$ cat src/rtl/fetch_pkg.sv
// Shared fetch-stage types and constants.
// Imported by fetch_fifo and fetch_unit.
package fetch_pkg;

  localparam int FETCH_AW = 32;
  localparam int FETCH_DW = 32;
  localparam logic [FETCH_AW-1:0] FETCH_RESET_PC = 32'h0000_0000;
  localparam logic [FETCH_DW-1:0] NOP_INSTR = 32'h0000_0013;

  typedef struct packed {
    logic [FETCH_AW-1:0] pc;
    logic [FETCH_DW-1:0] instr;
  } fetch_entry_t;

  typedef enum logic [1:0] {
    EMPTY = 2'd0,
    ONE   = 2'd1,
    FULL  = 2'd2
  } occ_e;

endpackage

$ cat src/rtl/fetch_fifo.sv
// Two-entry shift FIFO of fetched words.
// Slot e0 is always the head, so the head is a plain register.
module fetch_fifo
  import fetch_pkg::*;
#(
  parameter logic [FETCH_AW-1:0] RESET_PC = FETCH_RESET_PC
) (
  input  logic         clk,
  input  logic         rst,
  input  logic         push,
  input  logic         pop,
  input  logic         flush,
  input  fetch_entry_t din,
  output fetch_entry_t head,
  output logic [1:0]   count
);

  occ_e state, state_n;
  fetch_entry_t e0, e1, e0_n, e1_n;

  always_ff @(posedge clk or posedge rst) begin
    if (rst) begin
      state <= EMPTY;
      e0 <= '{pc: RESET_PC, instr: NOP_INSTR};
      e1 <= '{pc: RESET_PC, instr: NOP_INSTR};
    end else begin
      state <= state_n;
      e0 <= e0_n;
      e1 <= e1_n;
    end
  end

  always_comb begin
    state_n = state;
    e0_n = e0;
    e1_n = e1;
    if (flush) begin
      state_n = EMPTY;
    end else begin
      unique case (state)
        EMPTY: begin
          if (push) begin
            e0_n = din;
            state_n = ONE;
          end
        end
        ONE: begin
          if (push && pop) begin
            e0_n = din;
          end else if (push) begin
            e1_n = din;
            state_n = FULL;
          end else if (pop) begin
            state_n = EMPTY;
          end
        end
        FULL: begin
          if (push && pop) begin
            e0_n = e1;
            e1_n = din;
          end else if (pop) begin
            e0_n = e1;
            state_n = ONE;
          end
        end
        default: state_n = EMPTY;
      endcase
    end
  end

  assign head = e0;
  assign count = state;

endmodule

$ cat src/rtl/fetch_unit.sv
// Instruction fetch: PC register plus 2-deep buffer toward decode.
// Redirect flushes the buffer and wins over push/pop.
module fetch_unit
  import fetch_pkg::*;
#(
  parameter int ADDRESS_WIDTH = FETCH_AW,
  parameter int DATA_WIDTH = FETCH_DW,
  parameter logic [ADDRESS_WIDTH-1:0] RESET_PC = FETCH_RESET_PC
) (
  input  logic                     clk,
  input  logic                     rst,
  output logic [ADDRESS_WIDTH-1:0] imem_addr,
  input  logic [DATA_WIDTH-1:0]    imem_data,
  input  logic                     redirect_valid,
  input  logic [ADDRESS_WIDTH-1:0] redirect_pc,
  output logic                     out_valid,
  input  logic                     out_ready,
  output logic [DATA_WIDTH-1:0]    out_instr,
  output logic [ADDRESS_WIDTH-1:0] out_pc,
  output logic [ADDRESS_WIDTH-1:0] out_pc_plus4
);

  logic [ADDRESS_WIDTH-1:0] pc;
  logic [1:0] count;
  logic pop, push, fifo_pop;
  fetch_entry_t din, head;
  logic unused_lsbs;

  assign unused_lsbs = ^redirect_pc[1:0];

  assign out_valid = (count != 2'd0);
  assign pop = out_valid & out_ready;
  assign fifo_pop = pop & ~redirect_valid;
  assign push = ~redirect_valid & ((count != 2'd2) | pop);

  assign din = '{pc: pc, instr: imem_data};

  always_ff @(posedge clk or posedge rst) begin
    if (rst) begin
      pc <= RESET_PC;
    end else if (redirect_valid) begin
      pc <= {redirect_pc[ADDRESS_WIDTH-1:2], 2'b00};
    end else if (push) begin
      pc <= pc + ADDRESS_WIDTH'(4);
    end
  end

  fetch_fifo #(
    .RESET_PC(RESET_PC)
  ) u_fifo (
    .clk  (clk),
    .rst  (rst),
    .push (push),
    .pop  (fifo_pop),
    .flush(redirect_valid),
    .din  (din),
    .head (head),
    .count(count)
  );

  assign imem_addr = pc;
  assign out_instr = head.instr;
  assign out_pc = head.pc;
  assign out_pc_plus4 = head.pc + ADDRESS_WIDTH'(4);

endmodule

$ cat config.mk
export PLATFORM = sky130hd
export DESIGN_NAME = fetch_unit
export DESIGN_NICKNAME = d
export VERILOG_FILES = /design/src/rtl/fetch_pkg.sv /design/src/rtl/fetch_fifo.sv /design/src/rtl/fetch_unit.sv
export SDC_FILE = /design/constraint.sdc
export NUM_CORES = 1
export LEC_CHECK = 0
export ABC_AREA = 1
export ABC_CLOCK_PERIOD_IN_PS = 6200
export CAP_MARGIN = 20
export CORE_AREA = 10 10 167 169
export DETAILED_ROUTE_END_ITERATION = 16
export DIE_AREA = 0 0 177 179
export HOLD_SLACK_MARGIN = 0.02
export SKIP_CTS_REPAIR_TIMING = 1
export SLEW_MARGIN = 10
export SYNTH_ARGS = -nofsm -noshare
export SYNTH_HDL_FRONTEND = slang
export SYNTH_SLANG_ARGS = --single-unit
$ cat constraint.sdc
create_clock -name clk -period 6.2 [get_ports clk]
set_clock_uncertainty 0.15 [all_clocks]
set_input_delay 1.24 -clock clk [delete_from_list [all_inputs] [get_ports clk]]
set_output_delay 1.24 -clock clk [all_outputs]
set_load 0.05 [all_outputs]
Word level (Yosys, flattened, before mapping)
Index checks and enable logic that the tools add are counted.

storage, ports and cells
  register bits after elaboration = 162
  input port bits = 68
  output and inout bits = 129
  logic and storage cells = 53

operators by class
  add/subtract/negate cells = 2
  equality and inequality tests = 14
  muxes and demuxes = 17
  bitwise logic cells = 5
  reduce and logical (&&, ||, !) cells = 9

operator list
  operator                                              count
  two-way mux 64 bit                                    5
  one-hot mux 64 bit (3 select lines)                   1
  one-hot mux 64 bit (2 select lines)                   1
  adder 32 x 3 -> 32 bit (second input constant)        2
  two-way mux 32 bit                                    2
  AND reduction 5 bit                                   3
  two-way mux 2 bit                                     7
  != test 2 x 1 -> 1 bit (second input constant)        4
  != test 3 x 2 -> 1 bit (second input constant)        2
  != test 3 bit (second input constant)                 2
  one-hot mux 2 bit (3 select lines)                    1
  nonzero test 2 bit                                    3
  != test 2 bit (second input constant)                 2
  != test 4 x 2 -> 1 bit (second input constant)        1
  bitwise AND 1 bit                                     3
  != test 3 x 1 -> 1 bit (second input constant)        1
  nonzero test 3 bit                                    1
  equality test 2 x 1 -> 1 bit (second input constant)  1
  equality test 2 bit (second input constant)           1
  logical NOT 2 bit                                     1
  logical AND 1 bit                                     1
  inverter 1 bit                                        1
  bitwise OR 1 bit                                      1

Depth between registers and ports, before layout
  word-level depth = 8
  depth in mapped cells = 10
  mapped depth without buffers = 10

Hierarchy
Synthesis repeated with hierarchy kept, for this count alone.

second synthesis, totals
  cell total of the unflattened synthesis = 1315
  area, all modules = 9316.4 um^2

by module, submodules not included
  module      times used  cells each  area an instance (um^2)  seq. area each (um^2)
  fetch_fifo  1           775         6128.4                   3260.6
  fetch_unit  1           540         3188.1                   750.7

Worst setup path before layout
OpenSTA, ideal clock, no wires.

  kind = register to output
  start = reg u_fifo.e0, in the netlist u_fifo.head[35]
  end = out out_pc_plus4[18]
  data arrival time = 2.337 ns
  required time = 4.810 ns
  path slack = 2.473 ns
  stages on the path, launching flop included = 9
  buffers on the path = 0
  cell sequence = dfrtp_1 > ha_1 > nand2_1 > inv_1 > nand3_2 > nor2_4 > nand2_1 > nor2_1 > xor2_1

on the way
  cells in the longest elaborated chain, start to end = 1

RTL lines
  item                      RTL line          text
  start: declaration        fetch_fifo.sv:19  fetch_entry_t e0, e1, e0_n, e1_n;
  start signal: assignment  fetch_fifo.sv:24  e0 <= '{pc: RESET_PC, instr: NOP_INSTR};
  start signal: assignment  fetch_fifo.sv:28  e0 <= e0_n;
  adder 32 x 3 -> 32 bit    fetch_unit.sv:64  assign out_pc_plus4 = head.pc + ADDRESS_WIDTH'(4);
  end: declaration          fetch_unit.sv:20  output logic [ADDRESS_WIDTH-1:0] out_pc_plus4

Every way passes these cells.

Final worst setup path
  start = reg u_fifo.e0, in the netlist u_fifo.head[45]
  end = out out_pc_plus4[31]

The elaborated chain is that of the path after synthesis.

==> results.json <==
{
  "cp-end-kind": "output pin",
  "dieArea_um2": 31700,
  "drtAntennaViolNets": 0,
  "period_share_pct": 68.3,
  "cts_tree": "done",
  "whs_path_depth": 1,
  "n_antenna_cell": 0,
  "wl_per_cell_um": 15.8,
  "cap_violations": 0,
  "wl_mm": 25.2,
  "cts_made_buffers": 17,
  "avgSynthCellArea_um2": 7.83,
  "synth.cells.most_frequent": "nand2_1, dfrtp_1, nor2_1, inv_1, o21ai_0",
  "drcViolationCount": 0,
  "antenna_found_initial": 0,
  "p_per_area_nw_per_um2": 352,
  "h-tree-depth": 4,
  "initial_utilization_pct": 34.4,
  "max_slew.worst_pin.slew_ns": 0.916,
  "dr.pass1.iters": 5,
  "synthTopCellsByArea": "dfrtp_1, nand2_1, nor2_1",
  "worstHoldStart": "u_fifo.count[1]$_DFFE_PP0P_",
  "area_growth_syn_to_layout_pct": 31.2,
  "syn_inst": 1085,
  "ir_drop_mv": 0.181,
  "hold_viol": 0,
  "grt_pass1_wl_mm": 39.9,
  "yosys.area.top_type_share_pct": 44.2,
  "dieHeight_um": 179,
  "drtIter0Drc": 645,
  "grt_overflow": 0,
  "synth.distinct_cells": 37,
  "grtUsageTotal_pct": 15.9,
  "yosys_warnings": 0,
  "ys_seq_area_share_pct": 46.0,
  "synthFlopType": "dfrtp_1",
  "num_rows": 58,
  "fin_total_pwr_uw": 3920,
  "grt_start_max_net_pins": 94,
  "core_um2": 24700,
  "synth_edf_count": 0,
  "cp-start-kind": "flop",
  "drv_slew": 0,
  "setup-violations-final": 0,
  "die_w_um": 177,
  "root_buffer": "clkbuf_16",
  "rrSetupSlack_ns": 3.26,
  "async_flop_share_pct": 100,
  "fin_nets": 1323,
  "whs_endpoint": "u_fifo.count[0]$_DFFE_PP0P_",
  "rsz0062_at_grt": "false",
  "clock-sinks": 156,
  "ctsLongestPathBuffers": 2,
  "holdCritPathClass": "reg2reg",
  "ys_ff_latch": 156,
  "outcome": "finished, final reports clean",
  "post-route-min-period_ns": 4.23,
  "r2r-start": "u_fifo.count[0]$_DFFE_PP0P_",
  "yosys.area.top_type": "dfrtp_1",
  "drive_gt1_share_pct": 8.06,
  "clk_pin_slew_ns": 0.07,
  "synth.most_common_cell": "nand2_1",
  "dr_total_vias": 7562,
  "clk_latency_ns": 0.43,
  "viasPerCell": 4.74,
  "cp.arrival_ns": 2.84,
  "timing.fmax_mhz": 236,
  "critPathRequiredTime_ns": 4.81,
  "io-pin-count": 197,
  "syn_area_um2": 8500,
  "final.setup.tns_ns": 0,
  "path_class": "reg2out",
  "port-buffer-count": 188,
  "crit_fanout": 5,
  "r2r_end": "u_fifo.e1[30]$_DFFE_PP0P_",
  "gp_congestion": 0.893,
  "grt_pass1_vias": 7138,
  "slew_headroom_pct": 39.0,
  "total_leakage_power_uw": 0.00489,
  "reg2regPathDepth": 5,
  "hpwl_mm": 18.3
}
power by group:
part           leakage [uW]  internal (uW)  switching (uW)  total [uW]
Sequential          0.00182           1260             193        1450
Combinational       0.00281            514             953        1470
Clock              0.000261            560             447        1010
Total               0.00489           2330            1590        3920
worst max path at each step:
| stage | start | to | slack, ns | cells after the start |
|---|---|---|---|---|
| after floorplan | rst | imem_addr[10]$_DFFE_PP0P_ | 0.61 | 1 |
| final | u_fifo.head[45]$_DFFE_PP0P_ | out_pc_plus4[31] | 1.97 | 7 |
| after global routing | u_fifo.head[45]$_DFFE_PP0P_ | out_pc_plus4[31] | 1.77 | 7 |
| after detailed placement | redirect_valid | u_fifo.e1[30]$_DFFE_PP0P_ | 2.03 | 7 |
| after CTS | u_fifo.head[45]$_DFFE_PP0P_ | out_pc_plus4[31] | 1.93 | 7 |
| after global placement | redirect_valid | u_fifo.e1[30]$_DFFE_PP0P_ | 2.04 | 7 |
cell usage in the layout (no fill, tap or decap), types with 3 or more instances in the layout:
cell type	n
a21oi_1	23
a31oi_1	34
buf_4	10
clkbuf_16	17
clkdlybuf4s50_1	188
clkinv_4	3
clkinvlp_4	5
conb_1	6
dfrtp_1	150
dfstp_2	6
inv_1	105
inv_2	3
inv_6	6
mux2_4	30
nand2_1	321
nand2_2	3
nand3_1	42
nand3_2	3
nand4_1	3
nor2_1	135
nor2_2	4
nor2_4	5
nor3_1	17
o211ai_1	25
o21ai_0	83
xor2_1	22
layout make-up:
cell class              instances  area (um2)
flip-flops and latches        156        3910
clock inverters                14         138
clock buffers                  18         429
well taps                     330         413
repair buffers                198        1960
multi-input cells             770        3880
inverters                     110         420
fillers                      2435       13600
metrics by stage:
stage / cells / hold slack [ns] / util [%] / area [um2] / worst slack (ns)
2_1_floorplan: 1090 / 0.282 / - / 8520 / 0.613
3_3_place_gp: 1564 / 0.297 / 42.8 / 10600 / 2.04
3_5_place_dp: 1564 / 0.297 / 42.8 / 10600 / 2.03
4_1_cts: 1596 / 0.307 / 45.1 / 11200 / 1.93
5_1_grt: 1596 / 0.322 / 45.1 / 11200 / 1.77
6_report: 1596 / 0.301 / 45.1 / 11200 / 1.97
layer usage:
layer	global-route usage, %	vias to the layer above	part of all wire, %
li1	-	3823	-
met1	22.6	3510	48
met2	23.5	214	44
met3	4.44	15	7.1
met4	3.47	0	0.74
met5	0	-	0
registers in the layout (all words and copies together) (netlist names):
signal and flops:
u_fifo.count 2, u_fifo.e1 62, imem_addr 30, u_fifo.head 62
critical path, cell delays in order (launching register included):
cell,delay [ns]
dfrtp_1,0.46
nand2_1,0.14
nor2_1,0.22
nand2_1,0.12
nor3_1,0.36
nand2_1,0.16
xor2_1,0.15
clkdlybuf4s50_1,0.82
cell families after synthesis:
kind of cell	share of synthesized area (%)
simple gates	25.6
compound gates	11.5
buf+inv	8.68
flops	46.0
mux	5.56
xor+xnor	2.27
fa+ha+maj	0.294
other cells	0.0441
No activity file was read; power rests on OpenSTA's default activity.
